===== config.mk =====
export PLATFORM = sky130hd
export DESIGN_NAME = sccb_target
export DESIGN_NICKNAME = d
export VERILOG_FILES = /design/src/rtl/sccb_pkg.sv /design/src/rtl/sccb_in_filter.sv /design/src/rtl/sccb_target.sv
export SDC_FILE = /design/constraint.sdc
export NUM_CORES = 2
export LEC_CHECK = 0
export CAP_MARGIN = 15
export CELL_PAD_IN_SITES_DETAIL_PLACEMENT = 2
export CELL_PAD_IN_SITES_GLOBAL_PLACEMENT = 2
export CORE_MARGIN = 10
export CORE_UTILIZATION = 40
export DETAILED_ROUTE_END_ITERATION = 12
export GPL_TIMING_DRIVEN = 0
export HOLD_SLACK_MARGIN = 0.1
export MAX_ROUTING_LAYER = met4
export PLACE_DENSITY = 0.83
export REMOVE_ABC_BUFFERS = 1
export SETUP_SLACK_MARGIN = 0.02
export SLEW_MARGIN = 20
export SYNTH_ARGS = -nofsm -noshare
export SYNTH_HDL_FRONTEND = slang
export SYNTH_SLANG_ARGS = --single-unit

===== constraint.sdc =====
create_clock -name clk_50m -period 3.85 [get_ports clk_50m]
set_input_delay 0.77 -clock clk_50m [delete_from_list [all_inputs] [get_ports clk_50m]]
set_output_delay 0.77 -clock clk_50m [all_outputs]
set_load 0.03 [all_outputs]

===== src/rtl/sccb_pkg.sv =====
`default_nettype none
// ============================================================================
//  Module      : sccb_pkg
//  Description : Shared definitions for the SCCB target. Holds the protocol
//                state encoding, ACK/NACK bus levels, the default device,
//                chip-ID address and chip-ID values, and a helper that flags
//                the two read-only ID register addresses.
//  Revision    : 1.0 - initial release
// ============================================================================
package sccb_pkg;

    // Protocol phases. Each state covers the SCL bit periods of one field.
    typedef enum logic [3:0] {
        ST_IDLE     = 4'd0,
        ST_DEV_ADDR = 4'd1,
        ST_DEV_ACK  = 4'd2,
        ST_REG_HI   = 4'd3,
        ST_ACK_HI   = 4'd4,
        ST_REG_LO   = 4'd5,
        ST_ACK_LO   = 4'd6,
        ST_WR_DATA  = 4'd7,
        ST_WR_ACK   = 4'd8,
        ST_RD_DATA  = 4'd9,
        ST_RD_ACK   = 4'd10
    } sccb_state_t;

    // SDA level meaning ACK / NACK. NACK is also the "released" level.
    localparam logic C_ACK  = 1'b0;
    localparam logic C_NACK = 1'b1;

    localparam logic [6:0]  C_DEF_DEV_ADDR     = 7'h3C;
    localparam logic [15:0] C_DEF_CHIP_ID_ADDR = 16'h300A;
    localparam logic [15:0] C_DEF_CHIP_ID      = 16'h5640;

    // True for either byte of the hardwired chip-ID pair.
    function automatic logic is_id_addr(input logic [15:0] addr,
                                        input logic [15:0] base);
        return (addr == base) || (addr == (base + 16'd1));
    endfunction

endpackage : sccb_pkg
`default_nettype wire


===== src/rtl/sccb_in_filter.sv =====
`default_nettype none
// ============================================================================
//  Module      : sccb_in_filter
//  Description : Pad conditioning for one SCCB line: a 2-flop synchronizer
//                followed by a glitch filter that only moves its level after
//                FILT_LEN consecutive identical synchronized samples. Emits
//                the filtered level and single-clock rise/fall pulses.
//  Ports       : clk_50m  - clock
//                rst_n    - synchronous active-low reset (level resets high)
//                i_pin    - raw pad input
//                o_level  - filtered level
//                o_rise   - one-clock pulse on filtered 0->1
//                o_fall   - one-clock pulse on filtered 1->0
//  Revision    : 1.0 - initial release
// ============================================================================
module sccb_in_filter #(
    parameter int FILT_LEN = 3
) (
    input  logic clk_50m,
    input  logic rst_n,
    input  logic i_pin,
    output logic o_level,
    output logic o_rise,
    output logic o_fall
);

    localparam int            CW     = (FILT_LEN > 1) ? $clog2(FILT_LEN) : 1;
    localparam logic [CW-1:0] C_LAST = CW'(FILT_LEN - 1);

    logic [1:0]    r_sync;
    logic [CW-1:0] r_cnt;
    logic          r_level;
    logic          r_level_d;

    always_ff @(posedge clk_50m) begin
        if (!rst_n) begin
            // Idle bus is high; resetting high avoids a false edge at release.
            r_sync    <= 2'b11;
            r_cnt     <= '0;
            r_level   <= 1'b1;
            r_level_d <= 1'b1;
        end else begin
            r_sync    <= {r_sync[0], i_pin};
            r_level_d <= r_level;
            if (r_sync[1] == r_level) begin
                r_cnt <= '0;
            end else if (r_cnt == C_LAST) begin
                r_level <= r_sync[1];
                r_cnt   <= '0;
            end else begin
                r_cnt <= r_cnt + CW'(1);
            end
        end
    end

    assign o_level = r_level;
    assign o_rise  = r_level & ~r_level_d;
    assign o_fall  = ~r_level & r_level_d;

endmodule : sccb_in_filter
`default_nettype wire


===== src/rtl/sccb_target.sv =====
`default_nettype none
// ============================================================================
//  Module      : sccb_target
//  Description : SCCB/I2C responder emulating a camera register interface:
//                7-bit device address, 16-bit register pointer, 8-bit data.
//                Small register file plus a read-only chip-ID pair. Never
//                stretches SCL; SDA is driven open-drain via sda_t.
//  Ports       : clk_50m, rst_n (sync, active-low)
//                scl_i/scl_o/scl_t, sda_i/sda_o/sda_t  - pad triplets
//                busy                                  - addressed until STOP
//                reg_wr_valid/addr/data                - write strobe
//  Build macro : SCCB_TGT_WR_PORT_EN - adds the reg_wr_* write strobe ports.
//  Revision    : 1.0 - initial release
// ============================================================================
module sccb_target
    import sccb_pkg::*;
#(
    parameter logic [6:0]  DEV_ADDR     = C_DEF_DEV_ADDR,
    parameter int          ADDR_BITS    = 8,
    parameter logic [15:0] CHIP_ID_ADDR = C_DEF_CHIP_ID_ADDR,
    parameter logic [15:0] CHIP_ID      = C_DEF_CHIP_ID,
    parameter int          FILT_LEN     = 3,
    parameter int          HOLD_CYC     = 10
) (
    input  logic        clk_50m,
    input  logic        rst_n,
    input  logic        scl_i,
    output logic        scl_o,
    output logic        scl_t,
    input  logic        sda_i,
    output logic        sda_o,
    output logic        sda_t,
    output logic        busy
`ifdef SCCB_TGT_WR_PORT_EN
   ,output logic        reg_wr_valid,
    output logic [15:0] reg_wr_addr,
    output logic [7:0]  reg_wr_data
`endif
);

    localparam int            DEPTH       = 1 << ADDR_BITS;
    localparam int            HW          = (HOLD_CYC > 1) ? $clog2(HOLD_CYC) : 1;
    localparam logic [HW-1:0] C_HOLD_LOAD = HW'(HOLD_CYC - 1);

    // Conditioned bus
    logic w_scl_lvl, w_scl_rise, w_scl_fall;
    logic w_sda_lvl, w_sda_rise, w_sda_fall;
    logic w_start, w_stop;

    sccb_state_t r_state, w_state_nxt;

    logic [3:0]    r_bit_cnt;
    logic [7:0]    r_shift;
    logic          r_mack;
    logic [15:0]   r_ptr;
    logic [7:0]    r_mem [DEPTH];
    logic          r_wr_pend;
    logic          r_busy;

    logic          r_sda_t;
    logic          r_hold_act;
    logic          r_hold_val;
    logic [HW-1:0] r_hold_cnt;

    logic          w_byte_end;
    logic          w_rx_state;
    logic          w_drive_req;
    logic          w_drive_val;
    logic          w_load_rd;
    logic [15:0]   w_rd_addr;
    logic [7:0]    w_rd_byte;
    logic          w_wr_commit;

    sccb_in_filter #(.FILT_LEN(FILT_LEN)) u_scl_filt (
        .clk_50m (clk_50m),
        .rst_n   (rst_n),
        .i_pin   (scl_i),
        .o_level (w_scl_lvl),
        .o_rise  (w_scl_rise),
        .o_fall  (w_scl_fall)
    );

    sccb_in_filter #(.FILT_LEN(FILT_LEN)) u_sda_filt (
        .clk_50m (clk_50m),
        .rst_n   (rst_n),
        .i_pin   (sda_i),
        .o_level (w_sda_lvl),
        .o_rise  (w_sda_rise),
        .o_fall  (w_sda_fall)
    );

    assign w_start    = w_sda_fall & w_scl_lvl;
    assign w_stop     = w_sda_rise & w_scl_lvl;
    assign w_byte_end = w_scl_fall && (r_bit_cnt == 4'd8);
    assign w_rx_state = (r_state == ST_DEV_ADDR) || (r_state == ST_REG_HI) ||
                        (r_state == ST_REG_LO)   || (r_state == ST_WR_DATA);

    // Next read byte: the current pointer when entering from the address ACK,
    // the following one when the initiator ACKed the previous byte.
    assign w_rd_addr = (r_state == ST_RD_ACK) ? (r_ptr + 16'd1) : r_ptr;

    always_comb begin
        w_rd_byte = r_mem[w_rd_addr[ADDR_BITS-1:0]];
        if (w_rd_addr == CHIP_ID_ADDR) begin
            w_rd_byte = CHIP_ID[15:8];
        end else if (w_rd_addr == (CHIP_ID_ADDR + 16'd1)) begin
            w_rd_byte = CHIP_ID[7:0];
        end
    end

    // ------------------------------------------------------------------
    // FSM: state register
    // ------------------------------------------------------------------
    always_ff @(posedge clk_50m) begin
        if (!rst_n) begin
            r_state <= ST_IDLE;
        end else begin
            r_state <= w_state_nxt;
        end
    end

    // ------------------------------------------------------------------
    // FSM: next state and SDA drive requests. Bit boundaries are SCL falls;
    // every drive request is applied HOLD_CYC clocks later, inside SCL low.
    // ------------------------------------------------------------------
    always_comb begin
        w_state_nxt = r_state;
        w_drive_req = 1'b0;
        w_drive_val = C_NACK;
        w_load_rd   = 1'b0;
        if (w_start) begin
            w_state_nxt = ST_DEV_ADDR;
        end else if (w_stop) begin
            w_state_nxt = ST_IDLE;
        end else if (w_scl_fall) begin
            case (r_state)
                ST_DEV_ADDR: begin
                    if (w_byte_end) begin
                        if (r_shift[7:1] == DEV_ADDR) begin
                            w_state_nxt = ST_DEV_ACK;
                            w_drive_req = 1'b1;
                            w_drive_val = C_ACK;
                        end else begin
                            w_state_nxt = ST_IDLE;
                        end
                    end
                end
                ST_DEV_ACK: begin
                    // r_shift still holds the address byte; bit 0 is R/W.
                    w_drive_req = 1'b1;
                    if (r_shift[0]) begin
                        w_state_nxt = ST_RD_DATA;
                        w_load_rd   = 1'b1;
                        w_drive_val = w_rd_byte[7];
                    end else begin
                        w_state_nxt = ST_REG_HI;
                    end
                end
                ST_REG_HI: begin
                    if (w_byte_end) begin
                        w_state_nxt = ST_ACK_HI;
                        w_drive_req = 1'b1;
                        w_drive_val = C_ACK;
                    end
                end
                ST_ACK_HI: begin
                    w_state_nxt = ST_REG_LO;
                    w_drive_req = 1'b1;
                end
                ST_REG_LO: begin
                    if (w_byte_end) begin
                        w_state_nxt = ST_ACK_LO;
                        w_drive_req = 1'b1;
                        w_drive_val = C_ACK;
                    end
                end
                ST_ACK_LO: begin
                    w_state_nxt = ST_WR_DATA;
                    w_drive_req = 1'b1;
                end
                ST_WR_DATA: begin
                    if (w_byte_end) begin
                        w_state_nxt = ST_WR_ACK;
                        w_drive_req = 1'b1;
                        w_drive_val = C_ACK;
                    end
                end
                ST_WR_ACK: begin
                    w_state_nxt = ST_WR_DATA;
                    w_drive_req = 1'b1;
                end
                ST_RD_DATA: begin
                    w_drive_req = 1'b1;
                    if (w_byte_end) begin
                        w_state_nxt = ST_RD_ACK;
                    end else begin
                        w_drive_val = r_shift[6];
                    end
                end
                ST_RD_ACK: begin
                    if (r_mack) begin
                        w_state_nxt = ST_RD_DATA;
                        w_load_rd   = 1'b1;
                        w_drive_req = 1'b1;
                        w_drive_val = w_rd_byte[7];
                    end else begin
                        // SDA is already released for the initiator's NACK.
                        w_state_nxt = ST_IDLE;
                    end
                end
                default: begin
                    w_state_nxt = r_state;
                end
            endcase
        end
    end

    // ------------------------------------------------------------------
    // Datapath: bit counter, shift register, pointer, busy
    // ------------------------------------------------------------------
    assign w_wr_commit = r_wr_pend && !is_id_addr(r_ptr, CHIP_ID_ADDR);

    always_ff @(posedge clk_50m) begin
        if (!rst_n) begin
            r_bit_cnt <= 4'd0;
            r_shift   <= 8'd0;
            r_mack    <= 1'b0;
            r_ptr     <= 16'd0;
            r_wr_pend <= 1'b0;
            r_busy    <= 1'b0;
        end else begin
            if (w_start || (w_state_nxt != r_state)) begin
                r_bit_cnt <= 4'd0;
            end else if (w_scl_rise && (w_rx_state || (r_state == ST_RD_DATA)) &&
                         (r_bit_cnt != 4'd8)) begin
                r_bit_cnt <= r_bit_cnt + 4'd1;
            end

            if (w_load_rd) begin
                r_shift <= w_rd_byte;
            end else if ((r_state == ST_RD_DATA) && w_scl_fall) begin
                r_shift <= {r_shift[6:0], 1'b0};
            end else if (w_scl_rise && w_rx_state && (r_bit_cnt != 4'd8)) begin
                r_shift <= {r_shift[6:0], w_sda_lvl};
            end

            if (w_scl_rise && (r_state == ST_RD_ACK)) begin
                r_mack <= (w_sda_lvl == C_ACK);
            end

            // Commit happens the clock after the 8th data bit lands in r_shift.
            r_wr_pend <= w_scl_rise && (r_state == ST_WR_DATA) &&
                         (r_bit_cnt == 4'd7) && !w_start && !w_stop;

            if (r_wr_pend) begin
                r_ptr <= r_ptr + 16'd1;
            end else if ((r_state == ST_REG_HI) && (w_state_nxt == ST_ACK_HI)) begin
                r_ptr[15:8] <= r_shift;
            end else if ((r_state == ST_REG_LO) && (w_state_nxt == ST_ACK_LO)) begin
                r_ptr[7:0] <= r_shift;
            end else if ((r_state == ST_RD_ACK) && (w_state_nxt == ST_RD_DATA)) begin
                r_ptr <= r_ptr + 16'd1;
            end

            if (w_stop) begin
                r_busy <= 1'b0;
            end else if ((r_state == ST_DEV_ADDR) && (w_state_nxt == ST_DEV_ACK)) begin
                r_busy <= 1'b1;
            end
        end
    end

    always_ff @(posedge clk_50m) begin
        if (!rst_n) begin
            for (int i = 0; i < DEPTH; i++) begin
                r_mem[i] <= 8'd0;
            end
        end else if (w_wr_commit) begin
            r_mem[r_ptr[ADDR_BITS-1:0]] <= r_shift;
        end
    end

    // ------------------------------------------------------------------
    // SDA driver with hold delay. START/STOP release at once so the target
    // never fights the initiator while it owns the line.
    // ------------------------------------------------------------------
    always_ff @(posedge clk_50m) begin
        if (!rst_n) begin
            r_sda_t    <= 1'b1;
            r_hold_act <= 1'b0;
            r_hold_val <= 1'b1;
            r_hold_cnt <= '0;
        end else if (w_start || w_stop) begin
            r_sda_t    <= 1'b1;
            r_hold_act <= 1'b0;
        end else if (w_drive_req) begin
            r_hold_act <= 1'b1;
            r_hold_val <= w_drive_val;
            r_hold_cnt <= C_HOLD_LOAD;
        end else if (r_hold_act) begin
            if (r_hold_cnt == '0) begin
                r_sda_t    <= r_hold_val;
                r_hold_act <= 1'b0;
            end else begin
                r_hold_cnt <= r_hold_cnt - HW'(1);
            end
        end
    end

`ifdef SCCB_TGT_WR_PORT_EN
    always_ff @(posedge clk_50m) begin
        if (!rst_n) begin
            reg_wr_valid <= 1'b0;
            reg_wr_addr  <= 16'd0;
            reg_wr_data  <= 8'd0;
        end else begin
            reg_wr_valid <= w_wr_commit;
            if (w_wr_commit) begin
                reg_wr_addr <= r_ptr;
                reg_wr_data <= r_shift;
            end
        end
    end
`endif

    assign scl_o = 1'b0;
    assign scl_t = 1'b1;
    assign sda_o = 1'b0;
    assign sda_t = r_sda_t;
    assign busy  = r_busy;

endmodule : sccb_target
`default_nettype wire


==> flow_metrics.tcl, run 1 <==
set metrics [dict create \
    dp_cells 12469 \
    ys_ff_latch 2102 \
    grt_max_degree 95 \
    grt_usage_pct 81.5 \
    io_buffers 5 \
    cts_sinks 2102 \
    stop_stage "global routing (5_1_grt)" \
    clk_path_buf_depth 3 \
    synth-edff-count 2048 \
    ios 9 \
    crit_endpoint "r_shift[3]$_SDFFE_PN0P_/D" \
    worstEndpointType "register data pin" \
    ys_seq_area_share_pct 57.8 \
    num_rows 191 \
    status "aborted with a tool error" \
    yosysTopAreaCellShare_pct 56.8 \
    ys_top_cells_by_area "edfxtp_1 57%, and3_1 6.7%, and2_1 3.8%, mux2i_1 3.5%, nand2_1 3.1%" \
    postCtsHoldBufs 0 \
    synth.avg_cell_area_um2 11.3 \
    die_h_um 540 \
    synth_warnings 0 \
    grt-ovfl-total 618 \
    synth_cell_type_count 94 \
    gp_congestion 0.850 \
    syn_area_um2 108000 \
    yosysTopAreaCell "edfxtp_1" \
    cts_buffers 224 \
    initial_utilization_pct 40.1 \
    dp_hpwl_um 347000 \
    synthCells 9631 \
    cts_max_level 4 \
    cts_root_buf "clkbuf_16" \
    antenna_found_initial 241 \
    die_w_um 540 \
    ys.flop_type "edfxtp_1" \
    error "[ERROR GRT-0232] Routing congestion too high. Check the congestion heatmap in the GUI." \
    synth-async-reset-ratio_pct 0 \
]
[kinds of logic after synthesis]
| family | count (synthesis) | synth area share (%) |
|---|---|---|
| mux | 520 | 6.21 |
| buf+inv | 1169 | 4.74 |
| fa+ha+maj | 9 | 0.104 |
| xor+xnor | 28 | 0.285 |
| compound gates | 1864 | 11.7 |
| flops | 2102 | 57.8 |
| simple gates | 3937 | 19.2 |
| other cells | 2 | 0.00693 |
[per-layer routing]
layer  track usage (%)  overflow
met1              78.8        68
met2              90.4       213
met3              76.9       105
met4              77.2       232
met5                 -         -
[synth_stat cells, drive strengths merged (9+ instances only)]
master and number:
o211ai 39, nand3 333, ha 9, edfxtp 2048, nand2b 19, a31oi 67
nand4 36, or3 31, inv 18, o221ai 323, mux2 18, a21oi 218
clkbuf 698, a22oi 16, or2 11, mux2i 383, o2111ai 24, o41ai 9
o22ai 390, xnor2 17, and3 1164, a221oi 56, nor4 26, o311ai 43
buf 451, mux4 119, o21ai 422, nor2 312, a32oi 29, and2 663
o31ai 11, a2111oi 15, a211oi 90, nand2 898, xor2 11, nor2b 67
a311oi 40, nor3 354, dfxtp 54
[timing repair]
| item | in CTS |
|---|---|
| gates cloned | 52 |
| resized for setup | 510 |
| setup endpoints to repair | 4125 |
| pin swaps | 91 |
| setup buffers | 256 |
[per-stage QoR]
stage	worst slack [ns]	area (um2)	TNS (ns)
after floorplan	-30.62	103000	-
after global placement	-112.45	108000	-
after detailed placement	-4.73	117000	-7737.60
after CTS	-0.862	130000	-21.16
==> run 2: changes to the inputs <==
==> config.mk (replaced) <==
export PLATFORM = sky130hd
export DESIGN_NAME = sccb_target
export DESIGN_NICKNAME = d
export VERILOG_FILES = /design/src/rtl/sccb_pkg.sv /design/src/rtl/sccb_in_filter.sv /design/src/rtl/sccb_target.sv
export SDC_FILE = /design/constraint.sdc
export NUM_CORES = 2
export LEC_CHECK = 0
export CAP_MARGIN = 15
export CORE_MARGIN = 10
export CORE_UTILIZATION = 35
export DETAILED_ROUTE_END_ITERATION = 12
export GPL_TIMING_DRIVEN = 0
export PLACE_DENSITY_LB_ADDON = 0.15
export REMOVE_ABC_BUFFERS = 1
export SLEW_MARGIN = 20
export SYNTH_ARGS = -nofsm -noshare
export SYNTH_HDL_FRONTEND = slang
export SYNTH_SLANG_ARGS = --single-unit
==> constraint.sdc (replaced) <==
create_clock -name clk_50m -period 5 [get_ports clk_50m]
set_input_delay 1 -clock clk_50m [delete_from_list [all_inputs] [get_ports clk_50m]]
set_output_delay 1 -clock clk_50m [all_outputs]
set_load 0.03 [all_outputs]
==> flow_metrics.tcl, run 2 <==
set metrics [dict create \
    final_util_pct 41.6 \
    synth-async-reset-ratio_pct 0 \
    power.static_leakage_nw 45.6 \
    top_register "r_mem" \
    placed_area_um2 118000 \
    hold_slack_ns 0.410 \
    swShare_pct 22.6 \
    crit_path_end_kind "register" \
    die_w_um 576 \
    antenna_found_initial 35 \
    dp_cells 13086 \
    gp_congestion 0.825 \
    finalSetupViolCount 20 \
    clk_pin_slew_worst_paths_ns 0.07 \
    die_h_um 576 \
    worst-setup-path-type "register to register" \
    ys_seq_area_share_pct 57.8 \
    rrSetupSlack_ns -0.20 \
    power_frac_seq_pct 52.4 \
    fin_crit_sh_pct 104 \
    rsz0062_at_grt "yes" \
    grt-ovfl-total 0 \
    synth.avg_cell_area_um2 11.3 \
    worstHoldPathType "register to register" \
    hold-path-cell-count 1 \
    relSlewSlack_pct 11.5 \
    dieArea_um2 332000 \
    ys_top_cells_by_area "edfxtp_1 57%, and3_1 6.7%, and2_1 3.8%, mux2i_1 3.5%, nand2_1 3.1%" \
    worstReg2RegEnd "r_shift[0]" \
    grt_max_degree 89 \
    core_area_um2 309000 \
    crit_arrival_ns 6.03 \
    crit_chain "buf_16, buf_16, buf_16, inv_16, buf_16, ha_4, buf_16, buf_16, buf_16, buf_16, mux2i_4, buf_12, buf_16, buf_16, buf_16, nor2_2, nand3_1, nand4_1, o311a_1, o22ai_2, o311ai_2, a21oi_1" \
    finalPower_mw 39.1 \
    yosysTopAreaCellShare_pct 56.8 \
    cts_sinks 2102 \
    crit_top_cell "buf_16" \
    wirelength_um 474000 \
    reg.largest.list "r_mem (2048), r_ptr (16), r_shift (8)" \
    initial_utilization_pct 35.1 \
    hold_start "u_sda_filt.r_sync[0]" \
    r2r_start "r_ptr[0]" \
    synthCells 9631 \
    status "complete, but fails checks" \
    ys.flop_type "edfxtp_1" \
    vias 87315 \
    avgRoutedWirePerCell_um 34.6 \
    ir_drop_mv 0.271 \
    holdPathEnd "u_sda_filt.r_sync[1]" \
    synth-edff-count 2048 \
    cts_root_buf "clkbuf_16" \
    synth_warnings 0 \
    final_cell_area_um2 128000 \
    yosysMostFrequentCell "edfxtp_1" \
    stdcell_count 13675 \
    r2r.worst_path.cells 22 \
    cp_top_family "buffers and inverters" \
    post-place-ws_ns -3.17 \
    grt_usage_pct 27.1 \
    cts_buffers 243 \
    violations "setup timing" \
    cp.required_ns 5.83 \
    drv_slew 0 \
    synth_top_cells_by_count "2048 x edfxtp_1, 1164 x and3_1, 894 x nand2_1, 698 x clkbuf_1, 663 x and2_1" \
    layout_common_cells "2048 x edfxtp_1, 1162 x and3_1, 871 x nand2_1" \
    vias_per_cell 6.39 \
    powerDensity_nw_per_um2 305 \
    ys_ff_latch 2102 \
    drive_gt1_share_pct 14.0 \
    ios 9 \
    worstMarginPinSlew_ns 1.32 \
    cp_max_fo 16 \
    max_stage_delay_ns 0.64 \
    synth_cell_type_count 94 \
    clk_path_buf_depth 4 \
    area.growth.synth_to_final_pct 18.5 \
    io_buffers 5 \
    clock_skew_ns 0.0738 \
    postCtsHoldBufs 0 \
    slowest_stage "o311a_1" \
    maxCapViolCount 0 \
    cts_max_level 4 \
    critPathBufInv 13 \
    route.detailed.drc 0 \
    tns_ns -1.30 \
    timing.fmax_ghz 0.192 \
    start_kind "register" \
    syn_area_um2 108000 \
    grt_pass1_vias 82277 \
    drtAntennaViolNets 0 \
    final_common_cell "edfxtp_1" \
    clockPowerShare_pct 44.6 \
    hold_viol 0 \
    first_pass_iters 9 \
    dp_hpwl_um 297000 \
    grt_pass1_wl_um 653000 \
    nets 9347 \
    yosysTopAreaCell "edfxtp_1" \
    combinationalPowerShare_pct 3.0 \
    num_rows 204 \
    switching_power_mw 8.83 \
    tritoncts "done" \
    dr.first_iter.drc_count 12878 \
    clk_latency_ns 0.96 \
    largest_reg_flops 2048 \
    layout_setup_ws_ns -0.202 \
    layout_min_cycle_time_ns 5.20 \
    intPower_mw 30.3 \
]
==> run 2: cells by family (layout without fill, tap and decap cells) <==
| family | after synthesis | count (layout) | share of synthesized area, % |
|---|---|---|---|
| XOR/XNOR | 28 | 28 | 0.285 |
| multiplexers | 520 | 520 | 6.21 |
| flip-flops | 2102 | 2102 | 57.8 |
| AO/OA/AOI/OAI | 1864 | 1864 | 11.7 |
| buffers and inverters | 1169 | 1068 | 4.74 |
| AND/OR/NAND/NOR | 3937 | 3941 | 19.2 |
| other | 2 | 23 | 0.00693 |
| adder cells (fa/ha/maj) | 9 | 9 | 0.104 |
==> run 2: worst max-delay path by stage <==
stage	depth (start not counted)	slack, ns	endpoint	start
4_1_cts	22	-0.04	r_shift[0]	r_ptr[0]
2_1_floorplan	11	-29.47	r_shift[2]	r_ptr[0]
5_1_grt	22	-0.13	r_shift[0]	r_ptr[0]
3_3_place_gp	11	-124.04	r_shift[2]	r_ptr[0]
6_report	22	-0.20	r_shift[0]	r_ptr[0]
3_5_place_dp	21	-3.17	r_shift[0]	r_ptr[0]
==> run 2: timing repair <==
item | in CTS | in global routing
buffers inserted | 55 | 29
gates resized for setup | 143 | 32
pin swaps | 30 | 17
cloned | 35 | 5
endpoints found under the setup margin | 3500 | 30
==> run 2: layer usage <==
layer  GRT usage [%]  part of all wire [%]  vias up
li1                -                     -    36315
met1            36.4                    40    44748
met2            41.0                    44     5155
met3            5.48                    10     1091
met4            14.7                   6.2        6
met5               0                0.0087        -
==> run 2: layout make-up <==
cell class,instances,area (um2)
antenna,20,50.0
clock buffer,299,6340
clock inverter,147,1140
fill,28468,180000
inverter,20,126
multi-input combinational,6365,42300
sequential,2102,62600
tap,4120,5150
timing repair buffer,600,10700
timing repair inverter,2,17.5
==> run 2: power groups by stage <==
stage,combinational [mW],clock [mW],sequential [mW]
final,1.17,17.5,20.5
after global routing,1.24,18.2,20.6
after CTS,1.15,17.5,20.5
after detailed placement,1.14,0,20.9
after global placement,1.11,0,20.9
after floorplan,0.672,0,20.7
Power figures use the tool's default switching activity.
